--- config.mk ---
export PLATFORM = sky130hd
export DESIGN_NAME = pcie_strm_arb_flat
export DESIGN_NICKNAME = d
export VERILOG_FILES = /design/src/rtl/pcie_strm_arb_if.sv /design/src/rtl/pcie_strm_arb.sv /design/src/flat_wrapper.sv
export SDC_FILE = /design/constraint.sdc
export NUM_CORES = 1
export LEC_CHECK = 0
export ABC_AREA = 1
export BUFFER_PORTS_ARGS = -buffer_cell sky130_fd_sc_hd__buf_4
export CAP_MARGIN = 20
export CORE_AREA = 8 8 174 176
export CTS_CLUSTER_SIZE = 8
export DETAILED_ROUTE_END_ITERATION = 10
export DIE_AREA = 0 0 182 184
export GPL_TIMING_DRIVEN = 0
export PLACE_DENSITY = 0.45
export SLEW_MARGIN = 10
export SYNTH_ARGS = -nofsm -noshare
export SYNTH_HDL_FRONTEND = slang
export SYNTH_SLANG_ARGS = --single-unit
--- constraint.sdc ---
create_clock -name pcie_core_clk -period 2.05 [get_ports pcie_core_clk]
set_input_delay 0.5125 -clock pcie_core_clk [delete_from_list [all_inputs] [get_ports pcie_core_clk]]
set_output_delay 0.5125 -clock pcie_core_clk [all_outputs]
set_load 0.01 [all_outputs]
--- src/rtl/pcie_strm_arb_if.sv ---
// Stream-side and output-side handshake bundle for pcie_strm_arb.
// Field names keep the _i/_o suffixes of the arbiter's own view.
interface pcie_strm_arb_if #(
  parameter int NUM_STRM   = 4,
  parameter int DATA_WIDTH = 64
);
  localparam int CH_W = (NUM_STRM > 1) ? $clog2(NUM_STRM) : 1;

  logic [NUM_STRM-1:0]            strm_data_valid_i;
  logic [NUM_STRM*DATA_WIDTH-1:0] strm_data_i;
  logic [NUM_STRM-1:0]            strm_ack_o;
  logic [NUM_STRM-1:0]            chan_en_i;
  logic                           out_data_valid_o;
  logic [DATA_WIDTH-1:0]          out_data_o;
  logic [CH_W-1:0]                out_chan_o;
  logic                           out_last_o;
  logic                           out_ack_i;

  modport slave (
    input  strm_data_valid_i,
    input  strm_data_i,
    input  chan_en_i,
    input  out_ack_i,
    output strm_ack_o,
    output out_data_valid_o,
    output out_data_o,
    output out_chan_o,
    output out_last_o
  );

  modport master (
    output strm_data_valid_i,
    output strm_data_i,
    output chan_en_i,
    output out_ack_i,
    input  strm_ack_o,
    input  out_data_valid_o,
    input  out_data_o,
    input  out_chan_o,
    input  out_last_o
  );
endinterface

--- src/rtl/pcie_strm_arb.sv ---
// Round-robin burst arbiter merging NUM_STRM streams into one output.
// Optional per-stream beat counters: define STRM_ARB_STATS_EN.
module pcie_strm_arb #(
  parameter int NUM_STRM   = 4,
  parameter int DATA_WIDTH = 64,
  parameter int BURST_LEN  = 16
) (
  input  logic                  pcie_core_clk,
  input  logic                  user_reset,
  pcie_strm_arb_if.slave        bus,
  input  logic                  stats_clr_i,
  output logic [NUM_STRM*32-1:0] beat_cnt_o
);

  localparam int CH_W = (NUM_STRM > 1) ? $clog2(NUM_STRM) : 1;
  localparam int BW   = (BURST_LEN > 1) ? $clog2(BURST_LEN) : 1;

  typedef enum logic {IDLE, GRANT} state_t;

  state_t                state_q, state_d;
  logic [CH_W-1:0]       grant_q, grant_d;
  logic [CH_W-1:0]       last_q, last_d;
  logic [BW-1:0]         bcnt_q, bcnt_d;
  logic                  ov_q, ov_d;
  logic [DATA_WIDTH-1:0] od_q, od_d;
  logic [CH_W-1:0]       oc_q, oc_d;
  logic                  ol_q, ol_d;

  logic [NUM_STRM-1:0]   req;
  logic [NUM_STRM-1:0]   ack;
  logic [NUM_STRM-1:0]   ack_o;
  logic [CH_W-1:0]       pick;
  logic                  found;
  logic                  g_req;
  logic                  room;
  logic                  burst_end;
  int                    idx;

  assign req       = bus.strm_data_valid_i & bus.chan_en_i;
  assign g_req     = req[grant_q];
  assign room      = ~ov_q | bus.out_ack_i;
  assign burst_end = (bcnt_q == BW'(BURST_LEN - 1));

  // Search starts one past the previous grant so every stream gets a turn.
  always_comb begin
    found = 1'b0;
    pick  = '0;
    idx   = 0;
    for (int i = 1; i <= NUM_STRM; i++) begin
      idx = (int'(last_q) + i) % NUM_STRM;
      if (!found && req[CH_W'(idx)]) begin
        found = 1'b1;
        pick  = CH_W'(idx);
      end
    end
  end

  always_comb begin
    state_d = state_q;
    grant_d = grant_q;
    last_d  = last_q;
    bcnt_d  = bcnt_q;
    ack     = '0;
    ov_d    = ov_q & ~bus.out_ack_i;
    od_d    = od_q;
    oc_d    = oc_q;
    ol_d    = ol_q;
    unique case (state_q)
      IDLE: begin
        if (found) begin
          grant_d = pick;
          bcnt_d  = '0;
          state_d = GRANT;
        end
      end
      GRANT: begin
        if (!g_req) begin
          state_d = IDLE;
          last_d  = grant_q;
        end else if (room) begin
          ack[grant_q] = 1'b1;
          ov_d   = 1'b1;
          od_d   = bus.strm_data_i[int'(grant_q)*DATA_WIDTH +: DATA_WIDTH];
          oc_d   = grant_q;
          ol_d   = burst_end;
          bcnt_d = bcnt_q + BW'(1);
          if (burst_end) begin
            state_d = IDLE;
            last_d  = grant_q;
          end
        end
      end
      default: state_d = IDLE;
    endcase
  end

  always_ff @(posedge pcie_core_clk) begin
    if (user_reset) begin
      state_q <= IDLE;
      grant_q <= '0;
      last_q  <= CH_W'(NUM_STRM - 1);
      bcnt_q  <= '0;
      ov_q    <= 1'b0;
      od_q    <= '0;
      oc_q    <= '0;
      ol_q    <= 1'b0;
    end else begin
      state_q <= state_d;
      grant_q <= grant_d;
      last_q  <= last_d;
      bcnt_q  <= bcnt_d;
      ov_q    <= ov_d;
      od_q    <= od_d;
      oc_q    <= oc_d;
      ol_q    <= ol_d;
    end
  end

  // Accepts are suppressed while reset is held so no beat is lost upstream.
  assign ack_o                = ack & {NUM_STRM{~user_reset}};
  assign bus.strm_ack_o       = ack_o;
  assign bus.out_data_valid_o = ov_q;
  assign bus.out_data_o       = od_q;
  assign bus.out_chan_o       = oc_q;
  assign bus.out_last_o       = ol_q;

`ifdef STRM_ARB_STATS_EN
  logic [31:0] cnt_q [NUM_STRM];

  always_ff @(posedge pcie_core_clk) begin
    for (int k = 0; k < NUM_STRM; k++) begin
      if (user_reset || stats_clr_i) begin
        cnt_q[k] <= '0;
      end else if (ack_o[k]) begin
        cnt_q[k] <= cnt_q[k] + 32'd1;
      end
    end
  end

  for (genvar k = 0; k < NUM_STRM; k++) begin : g_cnt
    assign beat_cnt_o[k*32 +: 32] = cnt_q[k];
  end
`else
  logic unused_stats_clr;
  assign unused_stats_clr = stats_clr_i;
  assign beat_cnt_o       = '0;
`endif

endmodule
--- src/flat_wrapper.sv ---
// flat-port wrapper written by rule: the top's interface ports become plain ports
module pcie_strm_arb_flat 
#(
  parameter int NUM_STRM   = 4,
  parameter int DATA_WIDTH = 64,
  parameter int BURST_LEN  = 16
)
  (pcie_core_clk, user_reset, stats_clr_i, beat_cnt_o, bus_strm_data_valid_i, bus_strm_data_i, bus_chan_en_i, bus_out_ack_i, bus_strm_ack_o, bus_out_data_valid_o, bus_out_data_o, bus_out_chan_o, bus_out_last_o);
  pcie_strm_arb_if #(.NUM_STRM(NUM_STRM), .DATA_WIDTH(DATA_WIDTH)) bus_i ();
  input  logic pcie_core_clk;
  input  logic user_reset;
  input  logic stats_clr_i;
  output logic [NUM_STRM*32-1:0] beat_cnt_o;
  input wire logic [$bits(bus_i.strm_data_valid_i)-1:0] bus_strm_data_valid_i;
  input wire logic [$bits(bus_i.strm_data_i)-1:0] bus_strm_data_i;
  input wire logic [$bits(bus_i.chan_en_i)-1:0] bus_chan_en_i;
  input wire logic [$bits(bus_i.out_ack_i)-1:0] bus_out_ack_i;
  output wire logic [$bits(bus_i.strm_ack_o)-1:0] bus_strm_ack_o;
  output wire logic [$bits(bus_i.out_data_valid_o)-1:0] bus_out_data_valid_o;
  output wire logic [$bits(bus_i.out_data_o)-1:0] bus_out_data_o;
  output wire logic [$bits(bus_i.out_chan_o)-1:0] bus_out_chan_o;
  output wire logic [$bits(bus_i.out_last_o)-1:0] bus_out_last_o;
  assign bus_i.strm_data_valid_i = bus_strm_data_valid_i;
  assign bus_i.strm_data_i = bus_strm_data_i;
  assign bus_i.chan_en_i = bus_chan_en_i;
  assign bus_i.out_ack_i = bus_out_ack_i;
  assign bus_strm_ack_o = bus_i.strm_ack_o;
  assign bus_out_data_valid_o = bus_i.out_data_valid_o;
  assign bus_out_data_o = bus_i.out_data_o;
  assign bus_out_chan_o = bus_i.out_chan_o;
  assign bus_out_last_o = bus_i.out_last_o;
  pcie_strm_arb #(.NUM_STRM(NUM_STRM), .DATA_WIDTH(DATA_WIDTH), .BURST_LEN(BURST_LEN)) u_core (.pcie_core_clk(pcie_core_clk), .user_reset(user_reset), .bus(bus_i), .stats_clr_i(stats_clr_i), .beat_cnt_o(beat_cnt_o));
endmodule
==> Word-level counts from Yosys, hierarchy flattened <==
Index checks and enable logic that the tools add are counted.
{ "word_totals": {"reg_bits": 77, "inputBits": 268, "word_cells": 87} }
{ "op_classes": {"add_sub_neg": 5, "order_cmp": 6, "eq_ne": 6, "shifts": 1, "n_mux": 42, "bitwise": 8, "reduce_logical": 11} }
{ "ops": {"columns": ["cell", "n"], "rows": [
  ["$shiftx A256 B9 Y64", 1],
  ["$mux W4", 6],
  ["$mux W1", 21],
  ["$lt A2 B4 Y1 const B", 4],
  ["$mux W2", 7],
  ["$bmux W1 S2", 5],
  ["$reduce_and A3 Y1", 3],
  ["$and A4 B4 Y4", 2],
  ["$ne A2 B2 Y1 const B", 4],
  ["$pmux W4 S2", 1],
  ["$add A2 B1 Y2 const B", 2],
  ["$add A2 B2 Y2 const B", 2],
  ["$add A4 B1 Y4 const B", 1],
  ["$eq A4 B4 Y1 const B", 1],
  ["$logic_and A1 B1 Y1", 4],
  ["$not A1 Y1", 4],
  ["$logic_not A1 Y1", 3],
  ["$lt A2 B3 Y1 const B", 1],
  ["$demux W1 S2", 1],
  ["$ge A2 B1 Y1 const B", 1],
  ["$ne A2 B1 Y1 const B", 1],
  ["$pmux W1 S2", 1],
  ["$reduce_and A2 Y1", 1],
  ["$and A1 B1 Y1", 1],
  ["$or A1 B1 Y1", 1]
]} }

==> Logic depth before layout (Yosys ltp) <==
Gate-level depths: netlist of run 1.
{ "logic_depth": {"ltp_word": 16, "mapped_depth": 13, "ltp_nobuf": 12} }

==> Worst setup path after synthesis of run 1 <==
OpenSTA, ideal clock, no wires.
{ "synth_path": {"kind": "input to output", "start": "input port bus_strm_data_valid_i[3]", "end": "output port bus_strm_ack_o[0]", "arrival_time_ps": 1576, "required_ps": 1537, "setup_slack_ps": -39, "stages": 9, "path_cell_list": "nand2_1 > nand3_1 > nand2_1 > nor2_2 > nand2_2 > nor2_8 > buf_4 > nand2_1 > nor3_1"} }
{ "synth_via": {"elab_chain_len": 6} }
{ "synth_rtl": {"columns": ["item", "line", "source"], "rows": [
  ["start: declaration", "flat_wrapper.sv:14", "input wire logic [$bits(bus_i.strm_data_valid_i)-1:0] bus_strm_data_valid_i;"],
  ["$and A4 B4 Y4", "pcie_strm_arb.sv:39", "assign req = bus.strm_data_valid_i & bus.chan_en_i;"],
  ["$bmux W1 S2", "pcie_strm_arb.sv:40", "assign g_req = req[grant_q];"],
  ["$mux W1 (not written as such)", "pcie_strm_arb.sv:40", null],
  ["$mux W4", "pcie_strm_arb.sv:77", "if (!g_req) begin"],
  ["$mux W4", "pcie_strm_arb.sv:68", "unique case (state_q)"],
  ["$and A4 B4 Y4", "pcie_strm_arb.sv:120", "assign ack_o = ack & {NUM_STRM{~user_reset}};"],
  ["end: declaration", "flat_wrapper.sv:18", "output wire logic [$bits(bus_i.strm_ack_o)-1:0] bus_strm_ack_o;"]
]} }
Every way passes these cells. The select of a mux whose other input is x is not followed.

==> Final worst setup path of run 1 <==
{ "layout_path": {"start": "register u_core.grant_q[0]", "end": "output port bus_strm_ack_o[0]"} }
{ "layout_via": {"elab_chain_len": 8, "word_cells_on_any_way": 11, "cone_classes": "order compare: 2; mux: 7; bitwise: 1; reduce/logical: 1"} }
{ "layout_rtl": {"columns": ["item", "line", "source"], "rows": [
  ["start: declaration", "pcie_strm_arb.sv:21", "logic [CH_W-1:0] grant_q, grant_d;"],
  ["start signal: assignment", "pcie_strm_arb.sv:109", "grant_q <= grant_d;"],
  ["$lt A2 B3 Y1 (not written as such) / $ge A2 B1 Y1 (equally long branches)", "pcie_strm_arb.sv:81", "ack[grant_q] = 1'b1;"],
  ["$logic_and A1 B1 Y1 (not written as such)", "pcie_strm_arb.sv:81", null],
  ["$mux W1 (not written as such)", "pcie_strm_arb.sv:81", null],
  ["$demux W1 S2", null, null],
  ["$mux W4", "pcie_strm_arb.sv:80", "end else if (room) begin"],
  ["$mux W4 *", "pcie_strm_arb.sv:77", null],
  ["$mux W4 *", "pcie_strm_arb.sv:68", null],
  ["$and A4 B4 Y4 *", "pcie_strm_arb.sv:120", null]
]} }
Every way passes the cells marked *; elsewhere a longest branch is shown, timed or not. The select of a mux whose other input is x is not followed.

==> metrics.md, run 1 <==
| Metric | Value |
|---|---|
| DR vias | `7452` |
| Async set-reset flop share out of synthesis | `0` |
| FP Rows | `61` |
| Largest net degree at the start of global routing | `13` |
| Routed wire length | `33460 µm` |
| Leak | `4.821 nW` |
| CP startpoint | `u_core.grant_q[0]$_SDFFE_PP0P_` |
| Synthesized cell area | `5680 µm²` |
| Layout cell share with drive strength beyond 1 | `0.4013` |
| Maxcap violations | `0` |
| Largest area contributor in the netlist | `dfxtp_1` |
| DR vias/cell | `4.412` |
| IO buf count | `338` |
| Worst setup EP type | `primary output` |
| Final min period | `2.324 ns` |
| Drt drc | `0` |
| CTS tree | `yes` |
| Num ports | `468` |
| Fin nets | `1608` |
| Crit path largest cell delay | `0.40 ns` |
| Main area contributors after synthesis | `dfxtp_1 27%, buf_4 18%, a31oi_1 14%` |
| Buf+Inv Stages, Crit Path | `3` |
| Rel. slew slack | `0.4447` |
| Crit path launch type | `flip-flop` |
| DP Area | `9128 µm²` |
| Netlist cell types | `25` |
| Failing checks | `setup timing` |
| Routability cong. | `0.8340` |
| Part of the cycle the worst path needs | `1.134` |
| Initial antenna violation count | `0` |
| Reg area | `1546 µm²` |
| Die Wd | `182 µm` |
| Pre-CTS setup slack | `-0.5184 ns` |
| Core Area | `27480 µm²` |
| Crit path kind | `reg2out` |
| Mapped Cells | `855` |
| CTS H-tree lvls | `3` |
| Clock-pin slew on the worst setup and hold paths | `0.06 ns` |
| GR Overflow Total | `0` |
| Share of the synthesized area in the top cell type | `0.2714` |
| Die height | `184 µm` |
| DIE AREA | `33490 µm²` |
| # hold bufs at CTS | `0` |
| Setup TNS | `-1.036 ns` |
| Min-Delay Path Class | `in2reg` |
| Clk buf depth | `2` |
| Routed Antenna Nets | `0` |
| First-pass GRT wire length | `47990 µm` |
| Tot GR Track Use | `0.1880` |
| Design Area, Final | `9629 µm²` |
| Final Skew | `0.007073 ns` |
| Final Hold Viols | `0` |
| Peak VDD IR | `0.0004918 V` |
| R2R setup slack | `0.10 ns` |
| Yosys warnings | `0` |
| Worst-Skew Late Latency | `0.34 ns` |
| Maximum clock rate | `430.2 MHz` |
| Syn Area/Cell | `6.644 µm²` |
| Multi-input logic area | `3327 µm²` |
| Finish-stage setup viols | `4` |
| TritonCTS Buffers | `9` |
| Crit path max-delay family | `simple AND/OR/NAND/NOR gates` |
| Clock Sinks | `77` |
| Top_reg_cell synth | `dfxtp_1` |
| Sequential cell area fraction in the yosys report | `0.2714` |
| Status | `finished, violations left` |
| Initial cell density of the core | `0.2067` |
| Clk root buf | `clkbuf_16` |
| Arrival time of the worst setup path | `1.81 ns` |
| Hold path startpoint | `user_reset` |
| Diodes inserted | `0` |
| Slew Limit Fails | `0` |
| Post-DP HPWL | `27150 µm` |
| Synth-to-Final Area Change | `69.52%` |
| Crit-path slowest cell | `dfxtp_4` |
| Crit-path max FO | `4` |
| Most instantiated cells after synthesis | `175 x nand2_1, 139 x buf_4, 129 x a31oi_1, 90 x nand3_1, 77 x dfxtp_1` |
| DR pass1 iterations | `5` |
| Critical Path RT | `1.54 ns` |
| RSZ-0062 raised after global routing | `true` |
| Avg WL per Cell | `19.81 µm` |
| EDFF count, synth | `0` |
| Filler instances | `3090` |
| RR Startpoint | `u_core.grant_q[0]$_SDFFE_PP0P_` |
| Most frequent cell after synthesis | `nand2_1` |
| Final setup margin | `-0.2744 ns` |
| Vias in the first global route | `7573` |
| Final Core Density | `0.3505` |
| #FFs+latches synth | `77` |
| Worst Tran Pin Value | `0.8330 ns` |
| DR iter-0 viols | `381` |
| Power Density | `1077 nW/µm²` |
| Worst-path cell chain | `buf_6 > nand3_2 > nand2_2 > nor2_4 > nand2_4 > nor2_8 > buf_6 > nand2_4 > nor3_2 > buf_4` |
-- sequential cells by signal, indices dropped and copies added (netlist names) --
name / cells
u_core.bcnt_q: 4
u_core.bus.out_data_valid_o: 1
u_core.last_q: 2
u_core.grant_q: 2
u_core.bus.out_data_o: 64
u_core.bus.out_last_o: 1
u_core.state_q: 1
u_core.bus.out_chan_o: 2
-- power by group --
part	total [mW]	internal, mW	switching [mW]	leakage (nW)
Clock	1.76	1.09	0.669	0.158
Sequential	2.35	2.03	0.323	0.631
Combinational	6.26	2.42	3.85	4.03
-- final cells by class --
| type | instances | share of cell area |
|---|---|---|
| Inverter | 15 | 0.007666 |
| Tap cell | 346 | 0.04496 |
| Buffer | 200 | 0.1370 |
| Multi-Input combinational cell | 688 | 0.3455 |
| Sequential cell | 77 | 0.1606 |
| Timing Repair Buffer | 348 | 0.2717 |
| Clock buffer | 10 | 0.02482 |
| Clock inverter | 5 | 0.007796 |
-- cell families after synthesis --
| logic type | share of synthesized area |
|---|---|
| simple gates | 0.2174 |
| compound gates | 0.2689 |
| buf+inv | 0.2379 |
| flops | 0.2714 |
| xor+xnor | 0.001542 |
| fa+ha+maj | 0.002202 |
| other cells | 0.0006602 |
-- metrics by stage --
| step | total power, mW | std cells | hold slack (ns) |
|---|---|---|---|
| 2_1_floorplan | 5.697 | 982 | 0.4634 |
| 3_3_place_gp | 8.423 | 1666 | 0.4837 |
| 3_5_place_dp | 8.431 | 1666 | 0.4936 |
| 4_1_cts | 10.50 | 1690 | 0.3630 |
| 5_1_grt | 11.21 | 1689 | 0.3874 |
| 6_report | 10.37 | 1689 | 0.3851 |
-- layer usage --
layer / routed length [µm] / global-route usage
met5: 0 / 0
met4: 502 / 0.04362
met3: 2138 / 0.05375
met2: 17160 / 0.3373
met1: 13660 / 0.2177
-- repair_timing --
action                                  4_1_cts  5_1_grt
hold endpoints to repair                      0        0
endpoints found under the setup margin       68       58
pin swaps                                     4        3
gates resized for setup                      34        7
setup buffers                                10        0
-- worst paths after layout --
kind,to,depth (start not counted)
max,bus_strm_ack_o[0],10
min,u_core.bus.out_last_o$_SDFFE_PP0P_,2
max reg2reg,u_core.bus.out_data_o[4]$_SDFFE_PP0P_,11
min reg2reg,u_core.bcnt_q[1]$_SDFFE_PP0P_,2
-- cell usage in the layout (no fill, tap or decap), drive strengths merged --
cell	Yosys	final
nor3	5	5
nand3	90	90
bufinv	0	2
dfxtp	77	77
inv	15	15
xor2	1	1
nand4	1	1
ha	1	1
a21oi	73	73
nor2	11	11
conb	1	128
clkbuf	45	56
a31oi	129	129
nand3b	3	3
o21ai	68	68
o211ai	2	2
clkinv	0	3
buf	157	502
nand2	176	176
(Power assumes the default switching activity.)
==> run 2: changes to the inputs <==
BUFFER_PORTS_ARGS = default   (was -buffer_cell sky130_fd_sc_hd__buf_4)
CELL_PAD_IN_SITES_DETAIL_PLACEMENT = 1   (was default)
CELL_PAD_IN_SITES_GLOBAL_PLACEMENT = 1   (was default)
CORE_AREA = 2 2 182 184   (was 8 8 174 176)
DIE_AREA = 0 0 184 186   (was 0 0 182 184)
DONT_BUFFER_PORTS = 1   (was default)
PLACE_DENSITY = 0.38   (was 0.45)
==> metrics.md, run 2 (synthesis gave the netlist of run 1 again) <==
| Metric | Value |
|---|---|
| Num ports | `468 (unchanged)` |
| Final min period | `2.301 ns (was 2.324 ns)` |
| Uppermost layer routed | `met4 (unchanged)` |
| Crit-path max FO | `7 (was 4)` |
| Sw frac | `0.5080 (was 0.4665)` |
| Maximum clock rate | `434.5 MHz (was 430.2 MHz)` |
| Sw power | `4.753 mW (was 4.838 mW)` |
| Post-DP HPWL | `25970 µm (was 27150 µm)` |
| Filler instances | `4022 (was 3090)` |
| Slew Limit Fails | `0 (unchanged)` |
| Most frequent cells in the layout | `172 x nand2_1, 145 x buf_4, 129 x a31oi_1 (was 483 x buf_4, 172 x nand2_1, 129 x a31oi_1)` |
| Routed Antenna Nets | `0 (unchanged)` |
| Worst setup EP type | `primary output (unchanged)` |
| Finish-stage setup viols | `4 (unchanged)` |
| Clk buf depth | `2 (unchanged)` |
| IO buf count | `0 (was 338)` |
| Worst Tran Pin Value | `0.9019 ns (was 0.8330 ns)` |
| DR iter-0 viols | `231 (was 381)` |
| Diodes inserted | `0 (unchanged)` |
| Failing checks | `setup timing (unchanged)` |
| DR vias/cell | `4.429 (was 4.412)` |
| TritonCTS Buffers | `9 (unchanged)` |
| Design Area, Final | `7233 µm² (was 9629 µm²)` |
| Worst-Skew Late Latency | `0.36 ns (was 0.34 ns)` |
| Maxcap violations | `0 (unchanged)` |
| Clock power share | `0.179 (was 0.169)` |
| FP Rows | `66 (was 61)` |
| Final setup margin | `-0.2515 ns (was -0.2744 ns)` |
| Sequential share of power | `0.294 (was 0.227)` |
| Routed wire length | `32360 µm (was 33460 µm)` |
| DP Area | `6668 µm² (was 9128 µm²)` |
| Die Wd | `184 µm (was 182 µm)` |
| First-pass GRT wire length | `44560 µm (was 47990 µm)` |
| Power Density | `1293 nW/µm² (was 1077 nW/µm²)` |
| GR Overflow Total | `0 (unchanged)` |
| Pre-CTS setup slack | `-0.6191 ns (was -0.5184 ns)` |
| Routed wl met2 | `16840 µm (was 17160 µm)` |
| Synth-to-Final Area Change | `27.33% (was 69.52%)` |
| Max reg flops | `64 (unchanged)` |
| Cell Int Power | `4.602 mW (was 5.532 mW)` |
| Core Area | `32210 µm² (was 27480 µm²)` |
| M1 WL | `12680 µm (was 13660 µm)` |
| CTS tree | `yes (unchanged)` |
| Met3 WL | `2242 µm (was 2138 µm)` |
| Clock Sinks | `77 (unchanged)` |
| Crit path launch type | `flip-flop (unchanged)` |
| Clock-pin slew on the worst setup and hold paths | `0.06 ns (about the same)` |
| Min-Delay Path Class | `in2reg (unchanged)` |
| Rel. slew slack | `0.3987 (was 0.4447)` |
| DIE AREA | `34220 µm² (was 33490 µm²)` |
| Peak VDD IR | `0.0003686 V (was 0.0004918 V)` |
| Avg WL per Cell | `22.89 µm (was 19.81 µm)` |
| WHS | `0.2261 ns (was 0.3851 ns)` |
| Fin nets | `1270 (was 1608)` |
| Final Hold Viols | `0 (unchanged)` |
| Vias in the first global route | `6497 (was 7573)` |
| Clk root buf | `clkbuf_16 (unchanged)` |
| Leading cell type in the layout, fill and taps excluded | `nand2_1 (was buf_4)` |
| Initial antenna violation count | `0 (unchanged)` |
| Initial cell density of the core | `0.1764 (was 0.2067)` |
| Largest net degree at the start of global routing | `14 (was 13)` |
| DR pass1 iterations | `4 (was 5)` |
| CTS H-tree lvls | `3 (unchanged)` |
| Leak | `3.174 nW (was 4.821 nW)` |
| DR vias | `6263 (was 7452)` |
| Arrival time of the worst setup path | `1.79 ns (was 1.81 ns)` |
| Crit path kind | `reg2out (unchanged)` |
| Tot GR Track Use | `0.1806 (was 0.1880)` |
| Part of the cycle the worst path needs | `1.123 (was 1.134)` |
| RSZ-0062 raised after global routing | `true (unchanged)` |
| Final non-filler cell total | `1414 (was 1689)` |
| Die height | `186 µm (was 184 µm)` |
| Routability cong. | `0.7463 (was 0.8340)` |
| Layout cell share with drive strength beyond 1 | `0.2058 (was 0.4013)` |
| Final Skew | `0.01164 ns (was 0.007073 ns)` |
| Drt drc | `0 (unchanged)` |
| Status | `finished, violations left (unchanged)` |
| Critical Path RT | `1.54 ns (about the same)` |
| Placed Cells | `1390 (was 1666)` |
| Logic pwr share | `0.527 (was 0.604)` |
run 2: power by group through the flow:
| stage | Sequential (mW) | Combinational, mW | Clock, mW |
|---|---|---|---|
| 2_1_floorplan | 2.51 | 3.19 | 0 |
| 3_3_place_gp | 2.81 | 4.64 | 0 |
| 3_5_place_dp | 2.80 | 4.66 | 0 |
| 4_1_cts | 2.79 | 4.95 | 1.73 |
| 5_1_grt | 2.82 | 5.58 | 1.78 |
| 6_report | 2.75 | 4.93 | 1.67 |
run 2: timing repair:
| item | CTS | global route |
|---|---|---|
| setup buffers | 8 | 0 |
| setup endpoints to repair | 68 | 67 |
| pin swaps | 5 | 1 |
| resized for setup | 39 | 30 |
| endpoints found under the hold margin | 0 | 0 |
| cloned | 0 | 0 |
| hold buffers | 0 | 0 |
run 2: final cells by class:
cell class	instances	area, µm²	share of cell area
tap	408	510.5	0.07058
multi-input combinational	688	3376	0.4667
buffer	202	1376	0.1903
clock inverter	6	63.81	0.008822
sequential	77	1543	0.2133
timing repair buffer	8	60.06	0.008303
inverter	15	75.07	0.01038
clock buffer	10	229.0	0.03166
run 2: worst paths after layout:
check,from,endpoint,slack (ns),cells after the start
max,u_core.grant_q[0]$_SDFFE_PP0P_,bus_strm_ack_o[1],-0.25,10
min,user_reset,u_core.bcnt_q[3]$_SDFFE_PP0P_,0.23,1
max reg2reg,u_core.grant_q[0]$_SDFFE_PP0P_,u_core.bus.out_data_o[18]$_SDFFE_PP0P_,0.13,11
min reg2reg,u_core.bcnt_q[1]$_SDFFE_PP0P_,u_core.bcnt_q[1]$_SDFFE_PP0P_,0.50,2
run 2: through the flow:
stage	power (mW)	util	setup TNS (ns)
after floorplan	5.697	-	-0.1541
after global placement	7.457	0.2070	-7.434
after detailed placement	7.466	0.2070	-8.529
after CTS	9.469	0.2221	-1.238
after global routing	10.18	0.2246	-1.648
final	9.355	0.2246	-1.005
run 2: routing by layer:
layer | GRT usage | up-vias
met5 | 0 | -
met4 | 0.04704 | 0
met2 | 0.3297 | 224
li1 | - | 3045
met1 | 0.2031 | 2966
met3 | 0.05576 | 28
run 2: critical path, stage by stage, from the launching register on:
cell and delay, ns:
dfxtp_2 0.34, buf_12 0.15, inv_16 0.05, nand3_4 0.08
nand2_4 0.05, nor2_4 0.16, nand2_4 0.09, nor2_8 0.14
buf_12 0.12, nand2_8 0.06, nor3_4 0.18
